### src/rtl/sram_lsu_bridge.sv
// Load/store bridge from the core LSU to the 32-bit SRAM controller.
// It accepts one request at a time, builds the lane mask and replicated
// store data, and holds the strobe until ACK. It then extends load data.
// Illegal or misaligned requests and ACK timeouts end in a one-cycle error pulse.
module sram_lsu_bridge #(
  parameter int ACK_TIMEOUT = 255
) (
  input  logic        i_clk,
  input  logic        i_reset,
  input  logic [31:0] i_lsu_addr,
  input  logic [31:0] i_lsu_wdata,
  input  logic        i_lsu_wren,
  input  logic        i_lsu_rden,
  input  logic [2:0]  i_funct3,
  output logic [31:0] o_lsu_rdata,
  output logic        o_stall,
  output logic        o_misaligned,
  output logic        o_timeout,
  output logic [17:0] o_ADDR,
  output logic [31:0] o_WDATA,
  output logic [3:0]  o_BMASK,
  output logic        o_WREN,
  output logic        o_RDEN,
  input  logic [31:0] i_RDATA,
  input  logic        i_ACK
);

  typedef enum logic [1:0] {S_IDLE, S_REQ, S_DONE, S_ERR} state_t;

  // Last REQ cycle index; the counter starts at 0 on REQ entry.
  localparam logic [7:0] C_LAST = 8'(ACK_TIMEOUT - 1);

  state_t      r_state, w_next;
  logic [7:0]  r_cnt;
  logic [2:0]  r_f3;
  logic [1:0]  r_lane;
  logic        r_we;
  logic        r_to;
  logic [31:0] r_rdata;
  logic [17:0] r_ADDR;
  logic [31:0] r_WDATA;
  logic [3:0]  r_BMASK;
  logic        r_WREN, r_RDEN;

  logic        w_req, w_illegal, w_mis, w_expire;
  logic [1:0]  w_size;
  logic [3:0]  w_bmask;
  logic [31:0] w_wdata, w_shift, w_ext;
  logic        w_unused_addr;

  // Select the addressed lane and apply sign or zero extension.
  function automatic logic [31:0] f_extend(input logic [2:0] f3,
                                           input logic [31:0] sh);
    logic [31:0] v;
    case (f3)
      3'b000:  v = {{24{sh[7]}}, sh[7:0]};
      3'b001:  v = {{16{sh[15]}}, sh[15:0]};
      3'b100:  v = {24'd0, sh[7:0]};
      3'b101:  v = {16'd0, sh[15:0]};
      default: v = sh;
    endcase
    return v;
  endfunction

  assign w_unused_addr = ^i_lsu_addr[31:18];
  assign w_req    = i_lsu_wren | i_lsu_rden;
  assign w_size   = i_funct3[1:0];
  assign w_expire = (r_cnt == C_LAST);
  // A halfword lane is 16 bits, so only lane[1] matters for the shift.
  assign w_shift  = (r_f3[1:0] == 2'b00) ? (i_RDATA >> {r_lane, 3'b000}) :
                    (i_RDATA >> {r_lane[1], 4'b0000});
  assign w_ext    = f_extend(r_f3, w_shift);

  // Decode the incoming request: legality, alignment, lane mask, store data.
  always_comb begin
    w_illegal = i_lsu_wren ? (i_funct3 > 3'b010)
                           : ((i_funct3 == 3'b011) || (i_funct3[2:1] == 2'b11));
    w_mis     = ((w_size == 2'b01) && i_lsu_addr[0]) ||
                ((w_size == 2'b10) && (i_lsu_addr[1:0] != 2'b00));
    case (w_size)
      2'b00: begin
        w_bmask = 4'b0001 << i_lsu_addr[1:0];
        w_wdata = {4{i_lsu_wdata[7:0]}};
      end
      2'b01: begin
        w_bmask = i_lsu_addr[1] ? 4'b1100 : 4'b0011;
        w_wdata = {2{i_lsu_wdata[15:0]}};
      end
      default: begin
        w_bmask = 4'b1111;
        w_wdata = i_lsu_wdata;
      end
    endcase
  end

  // Next-state logic: ACK beats an expiring timeout in the same cycle.
  always_comb begin
    w_next = r_state;
    case (r_state)
      S_IDLE: if (w_req) w_next = (w_illegal || w_mis) ? S_ERR : S_REQ;
      S_REQ: begin
        if (i_ACK)         w_next = S_DONE;
        else if (w_expire) w_next = S_ERR;
      end
      default: w_next = S_IDLE;
    endcase
  end

  // State, request capture, registered controller strobes and load data.
  always_ff @(posedge i_clk or posedge i_reset) begin
    if (i_reset) begin
      r_state <= S_IDLE;
      r_cnt   <= 8'd0;
      r_f3    <= 3'd0;
      r_lane  <= 2'd0;
      r_we    <= 1'b0;
      r_to    <= 1'b0;
      r_rdata <= 32'd0;
      r_ADDR  <= 18'd0;
      r_WDATA <= 32'd0;
      r_BMASK <= 4'd0;
      r_WREN  <= 1'b0;
      r_RDEN  <= 1'b0;
    end else begin
      r_state <= w_next;
      case (r_state)
        S_IDLE: if (w_req) begin
          r_f3    <= i_funct3;
          r_lane  <= i_lsu_addr[1:0];
          r_we    <= i_lsu_wren;
          r_to    <= 1'b0;
          r_cnt   <= 8'd0;
          r_ADDR  <= {i_lsu_addr[17:2], 2'b00};
          r_WDATA <= w_wdata;
          r_BMASK <= w_bmask;
          if (w_next == S_REQ) begin
            r_WREN <= i_lsu_wren;
            r_RDEN <= ~i_lsu_wren;
          end
        end
        S_REQ: begin
          r_cnt <= r_cnt + 8'd1;
          if (w_next != S_REQ) begin
            r_WREN <= 1'b0;
            r_RDEN <= 1'b0;
          end
          if (i_ACK && !r_we) r_rdata <= w_ext;
          if (w_next == S_ERR) r_to <= 1'b1;
        end
        default: ;
      endcase
    end
  end

  assign o_stall      = ~i_reset & w_req & ((r_state == S_IDLE) || (r_state == S_REQ));
  assign o_misaligned = (r_state == S_ERR) & ~r_to;
  assign o_timeout    = (r_state == S_ERR) & r_to;
  assign o_lsu_rdata  = r_rdata;
  assign o_ADDR       = r_ADDR;
  assign o_WDATA      = r_WDATA;
  assign o_BMASK      = r_BMASK;
  assign o_WREN       = r_WREN;
  assign o_RDEN       = r_RDEN;

endmodule

### config.mk
export PLATFORM = sky130hd
export DESIGN_NAME = sram_lsu_bridge
export DESIGN_NICKNAME = d
export VERILOG_FILES = /design/src/rtl/sram_lsu_bridge.sv
export SDC_FILE = /design/constraint.sdc
export NUM_CORES = 1
export LEC_CHECK = 0
export ABC_AREA = 1
export BUFFER_PORTS_ARGS = -buffer_cell sky130_fd_sc_hd__buf_2
export CORE_MARGIN = 2
export CORE_UTILIZATION = 42
export DETAILED_ROUTE_END_ITERATION = 10
export HOLD_SLACK_MARGIN = 0.15
export PLACE_DENSITY = 0.71
export SYNTH_ARGS = -nofsm -noshare
export SYNTH_HDL_FRONTEND = slang
export SYNTH_SLANG_ARGS = --single-unit
### constraint.sdc
create_clock -name i_clk -period 2.8 [get_ports i_clk]
set_input_delay 0.14 -clock i_clk [delete_from_list [all_inputs] [get_ports i_clk]]
set_output_delay 0.14 -clock i_clk [all_outputs]
set_load 0.01 [all_outputs]
==> results of run 1 <==
## synth_stat cells (2+ instances only)
cell      number  area, um2
a31oi_1        5       31.3
a21oi_1       56        280
buf_4          6       45.0
inv_1         62        233
inv_2          4       15.0
ha_1           2       25.0
or2_2         17        106
dfrtp_1      103       2580
buf_6          2       22.5
nor2_1        41        154
o21ai_1        3       15.0
nor2_4         2       22.5
nand2_1      208        781
nand3_1       67        335
clkbuf_1       9       33.8
nor3_1         9       45.0
o21ai_0       34        170
clkinv_1       2       7.51
nand3_2       13        130
buf_2         21        105
o22ai_1        6       37.5
## registers in the layout (all words and copies together) (netlist names)
register / cells
r_f3: 3
r_cnt: 8
r_to: 1
o_lsu_rdata: 32
o_WREN: 1
o_ADDR: 16
r_state: 2
o_WDATA: 32
o_BMASK: 4
o_RDEN: 1
r_we: 1
r_lane: 2
## per-stage QoR
stage | hold WS [ns] | instance area, um2 | utilization [%] | power, mW | instances
5_1_grt | 0.193 | 7250 | 59.8 | 8.07 | 1083
6_report | 0.158 | 7250 | 59.8 | 7.47 | 1083
3_3_place_gp | 0.333 | 6230 | 51.5 | 5.88 | 998
2_1_floorplan | 0.250 | 5270 | - | 4.83 | 682
3_5_place_dp | 0.340 | 6230 | 51.5 | 5.93 | 998
4_1_cts | 0.152 | 7250 | 59.8 | 7.48 | 1083
## final cells by class
class | instances | area (um2) | share of cell area, %
Sequential cell | 103 | 2580 | 35.6
Multi-Input combinational cell | 472 | 2220 | 30.6
Timing Repair Buffer | 256 | 1660 | 22.9
Inverter | 68 | 259 | 3.57
Clock buffer | 9 | 225 | 3.11
Tap cell | 168 | 210 | 2.90
Clock inverter | 7 | 95.1 | 1.31
## power groups by stage
stage                     Combinational [mW]  Sequential (mW)  Clock [mW]
final                                   3.51             2.61        1.36
after global routing                    3.95             2.68        1.45
after CTS                               3.50             2.60        1.39
after detailed placement                3.34             2.59           0
after global placement                  3.28             2.60           0
after floorplan                         1.99             2.84           0
## how the worst max path moves through the flow
stage / slack, ns / to
after floorplan: 1.43 / o_ADDR[10]
after detailed placement: 0.68 / o_lsu_rdata[30]
final: 0.57 / o_WDATA[26]
after global routing: 0.41 / o_WDATA[26]
after CTS: 0.63 / o_WDATA[24]
after global placement: 0.71 / o_lsu_rdata[15]
## kinds of logic (layout without fill, tap and decap cells)
kind of cell / Yosys count / count (layout)
XOR/XNOR: 1 / 1
AND/OR/NAND/NOR: 362 / 362
other: 1 / 2
adder cells (fa/ha/maj): 2 / 2
buffers and inverters: 107 / 340
flip-flops: 103 / 103
AO/OA/AOI/OAI: 105 / 105
## worst max-delay path, delay by kind of cell
kind	cells	cell delay, ns
and+or+nand+nor	2	0.40
AOI/OAI and AO/OA	2	0.29
buffers and inverters	4	1.67
## layer usage
metal	vias to the layer above	GRT usage, %
met1	2515	31.1
met2	227	39.2
li1	2628	-
met5	-	0
met3	30	5.44
met4	0	9.13
==> reports/qor.yml, run 1 <==
status: "finished, final reports clean"
hold_viol: 0
drt_iter0_markers: 343
required_ns: 3.09
wl_met1_um: 6560
drc: 0
synthAdderAreaFrac_pct: 0.475
avgSynthCellArea_um2: 7.73
start_util_pct: 43.5
hp-class: "primary input to register"
vias: 5400
end_kind: "register"
p_leak_nw: 3.80
highest_layer: "met4"
final_common_cell: "nand2_1"
drv_slew: 0
yosysWarnings: 0
grt_pass1_wl_um: 25300
ys_types: 30
rrSetupSlack_ns: 0.65
die_w_um: 116
synthMuxAreaShare_pct: 0
drt_pass1_iterations: 5
intPower_mw: 4.29
ys.flop_type: "dfrtp_1"
htreeDepth: 3
whs_path_depth: 5
r2r-end: "o_lsu_rdata[30]"
fmax_ghz: 0.449
reg2reg_from: "r_f3[0]"
crit_path_start: "i_lsu_wren"
cp.arrival_ns: 2.52
cts_resized: 0
p_per_area_nw_per_um2: 1030
min_period_ns: 2.23
whs_endpoint: "o_lsu_rdata[2]"
cts_buffers: 9
synth-seq-cells: 103
rsz0062_at_grt: "false"
postCtsSetupRepairBufs: 0
area_growth_pct: 37.6
vdd_drop_max_mv: 0.526
cp_cell_sequence: "dlygate4sd3_1 -> buf_2 -> or2_1 -> nand2_2 -> buf_4 -> a21oi_1 -> a31oi_1 -> dlygate4sd3_1"
finalCritPeriodShare_pct: 79.5
core_um2: 12100
p_sw_share_pct: 42.6
power_switching_mw: 3.19
rr_worst_depth: 8
maxSlewHeadroom_pct: 53.7
clk_path_buf_depth: 2
synth_cells: 681
ant_nets: 0
setup_viol: 0
gp_congestion: 0.883
hpwl_um: 9960
final_nets: 1016
grt_start_max_net_pins: 104
grt_pass1_vias: 5244
dp_slack_ns: 0.680
synth_xor_area_share_pct: 0.166
crit_path_frequent_cell: "dlygate4sd3_1"
die_y_um: 116
cp_max_fo: 47
fin_worst_skew_ns: 0.0113
synth.cell_area_um2: 5270
critical-path-slowest-cell: "dlygate4sd3_1"
synth-compound-area-share_pct: 10.3
clk_pin_slew_ns: 0.08
fill_cells: 1078
grt_use_total_pct: 23.9
cpPeakStageDelay_ns: 0.57
cts-root-buf: "clkbuf_16"
cts.sinks: 103
rows: 40
worstMarginPinSlew_ns: 0.691
mostFrequentLayoutCells: "207 x nand2_1, 178 x buf_2, 103 x dfrtp_1"
port_buffers: 178
synth-edff-count: 0
drive_gt1_share_pct: 26.8
p_comb_share_pct: 47.0
wl_met3_um: 1170
cts_tree: "done"
timing.final.ws_setup_ns: 0.575
start_kind: "primary input"
grt-ovfl-total: 0
cap_viol_max_count: 0
ys_seq_area_share_pct: 49.0
io_pins: 195
wl_per_cell_um: 14.4
dieArea_um2: 13400
tns_ns: 0
antenna_cells: 0
hp-start: "i_RDATA[2]"
synth-simple-area-share_pct: 31.0
seqPwrFrac_pct: 34.9
wl_um: 15600
path_class: "primary input to register"
via_per_inst: 4.99
p_clk_share_pct: 18.2
synth_top_family_by_area: "simple AND/OR/NAND/NOR gates"
wl_met2_um: 7490
antenna_found_initial: 0
async_flop_share_pct: 100
insertion_delay_ns: 0.36
hold_buffers: 69
Power figures use the tool's default switching activity.
==> run 2, diff against run 1 <==
--- a/config.mk
+++ b/config.mk
@@ -5,13 +5,13 @@
 export SDC_FILE = /design/constraint.sdc
 export NUM_CORES = 1
 export LEC_CHECK = 0
-export ABC_AREA = 1
+export ABC_AREA = 0
 export BUFFER_PORTS_ARGS = -buffer_cell sky130_fd_sc_hd__buf_2
 export CORE_MARGIN = 2
 export CORE_UTILIZATION = 42
 export DETAILED_ROUTE_END_ITERATION = 10
 export HOLD_SLACK_MARGIN = 0.15
-export PLACE_DENSITY = 0.71
+export PLACE_DENSITY = 0.73
 export SYNTH_ARGS = -nofsm -noshare
 export SYNTH_HDL_FRONTEND = slang
 export SYNTH_SLANG_ARGS = --single-unit
==> constraint.sdc (replaced) <==
create_clock -name i_clk -period 1.9 [get_ports i_clk]
set_input_delay 0.095 -clock i_clk [delete_from_list [all_inputs] [get_ports i_clk]]
set_output_delay 0.095 -clock i_clk [all_outputs]
set_load 0.01 [all_outputs]
==> run 2 against run 1 <==
Effect of this change:
- via count down 15%
- flip-flop and latch count unchanged
- utilization up 3.5 points
- first-iteration DRC count down 14%
- critical path type is now register to register
==> reports/qor.yml, run 2 <==
status: "finished, final reports clean"
setup_viol: 0
gp_congestion: 0.895
drc: 0
cts-root-buf: "clkbuf_16"
rsz0062_at_grt: "false"
synth-edff-count: 0
wl_um: 14200
hpwl_um: 9260
core_um2: 11000
grt_start_max_net_pins: 84
synth_top_cell_area_share_pct: 53.9
finalCritPeriodShare_pct: 91.0
ys.flop_type: "dfrtp_1"
synth.cell_area_um2: 4780
grt_use_total_pct: 22.8
start_util_pct: 43.6
p_sw_share_pct: 38.3
async_flop_share_pct: 100
power_switching_mw: 3.89
drt_iter0_markers: 295
ys_seq_area_share_pct: 53.9
final_nets: 841
cap_viol_max_count: 0
ant_nets: 0
seqPwrFrac_pct: 38.1
die_w_um: 111
drv_slew: 0
p_per_area_nw_per_um2: 1460
hold_viol: 0
die_y_um: 111
final_common_cell: "buf_2"
yosysMostFrequentCell: "nand2_1"
antenna_found_initial: 0
wl_per_cell_um: 16.1
min_period_ns: 1.73
htreeDepth: 3
intPower_mw: 6.27
cts.sinks: 103
cts_buffers: 9
drt_pass1_iterations: 5
end_kind: "register"
grt_pass1_vias: 4728
clk_pin_slew_ns: 0.07
grt-ovfl-total: 0
tns_ns: 0
drive_gt1_share_pct: 31.8
cp.arrival_ns: 1.95
synthTopCellsByArea: "dfrtp_1 54%, nand2_1 11%, mux2i_1 6.7%"
ys_types: 42
avgSynthCellArea_um2: 9.86
vdd_drop_max_mv: 0.958
final_cells: 880
hold_ws_ns: 0.166
hp-class: "primary input to register"
vias: 4612
start_kind: "register"
io_pins: 195
area_growth_pct: 45.3
path_class: "register to register"
grt_pass1_wl_um: 22800
p_leak_nw: 3.46
fin_worst_skew_ns: 0.00659
dieArea_um2: 12300
port_buffers: 178
antenna_cells: 0
synth_cells: 485
fmax_ghz: 0.579
yosysWarnings: 0
ys_top_cells_by_count: "141 x nand2_1, 103 x dfrtp_1, 44 x nor2_1, 36 x o21ai_0, 32 x mux2i_1"
clk_path_buf_depth: 2
required_ns: 2.12
rows: 38
p_clk_share_pct: 18.0
postCtsSetupRepairBufs: 0
mostFrequentLayoutCells: "178 x buf_2, 141 x nand2_1, 103 x dfrtp_1"
insertion_delay_ns: 0.34
cts_tree: "done"
via_per_inst: 5.24
synth_top_area_cell: "dfrtp_1"
dp.cells: 790
synth-seq-cells: 103
p_comb_share_pct: 43.9
cp_max_fo: 10
-- run 2: cell type report --
| class | instances | area [um2] |
|---|---|---|
| clock buffers | 13 | 250 |
| multi-input cells | 346 | 2070 |
| well taps | 140 | 175 |
| flip-flops and latches | 103 | 2580 |
| fillers | 851 | 4030 |
| clock inverters | 3 | 42.5 |
| inverters | 5 | 22.5 |
| repair buffers | 270 | 1820 |
-- run 2: worst paths after layout --
check                            startpoint               to  slack [ns]  cells after the start
worst max register to register      r_f3[1]   o_lsu_rdata[0]        0.17                      3
worst min-delay path            i_RDATA[12]  o_lsu_rdata[12]        0.17                      4
max in group asynchronous           i_reset       o_ADDR[15]        1.17                      4
worst max-delay path                r_f3[1]   o_lsu_rdata[0]        0.17                      3
min in group asynchronous           i_reset           o_RDEN        0.42                      4
worst min register to register  o_WDATA[24]      o_WDATA[24]        0.48                      2
-- run 2: worst max-delay path, cell delays in order, from the launching register on --
cell	delay, ns
dfrtp_1	0.38
or3b_4	0.49
mux4_2	0.46
mux2_4	0.27
-- run 2: metrics by stage --
step / setup WS, ns / instance area (um2) / util (%) / power (mW)
2_1_floorplan: 0.198 / 4790 / - / 6.41
3_3_place_gp: 0.0724 / 5920 / 53.9 / 8.01
3_5_place_dp: 0.0325 / 5920 / 53.9 / 8.19
4_1_cts: 0.0161 / 6950 / 63.3 / 10.2
5_1_grt: 0.0604 / 6950 / 63.3 / 10.8
6_report: 0.172 / 6950 / 63.3 / 10.2
-- run 2: repair_timing --
| action | CTS | global route |
|---|---|---|
| gates resized for setup | 0 | 1 |
| endpoints found under the setup margin | 0 | 18 |
| hold buffers | 74 | 0 |
| hold endpoints to repair | 179 | 0 |
-- run 2: metal layers --
layer	global-route usage [%]	wire (um)	up-vias	share of wire, %
li1	-	-	2147	-
met1	26.5	5680	2222	40
met2	40.5	7180	211	51
met3	5.41	995	32	7.0
met4	9.17	336	0	2.4
met5	0	0	-	0
-- run 2: cell families after synthesis --
logic type	after synthesis	share of synthesized area (%)
and+or+nand+nor	205	17.5
DFF	103	53.9
AOI/OAI and AO/OA	85	10.9
muxes	50	13.2
buffers and inverters	37	3.51
adders and majority gates	2	0.523
xor gates and xnor gates	2	0.366
other	1	0.0784
-- run 2: power by group through the flow --
stage	sequential (mW)	combinational, mW	clock [mW]
after detailed placement	3.86	4.33	0
after global routing	3.98	4.91	1.96
after global placement	3.81	4.20	0
final	3.87	4.46	1.83
after CTS	3.84	4.45	1.89
after floorplan	4.23	2.18	0
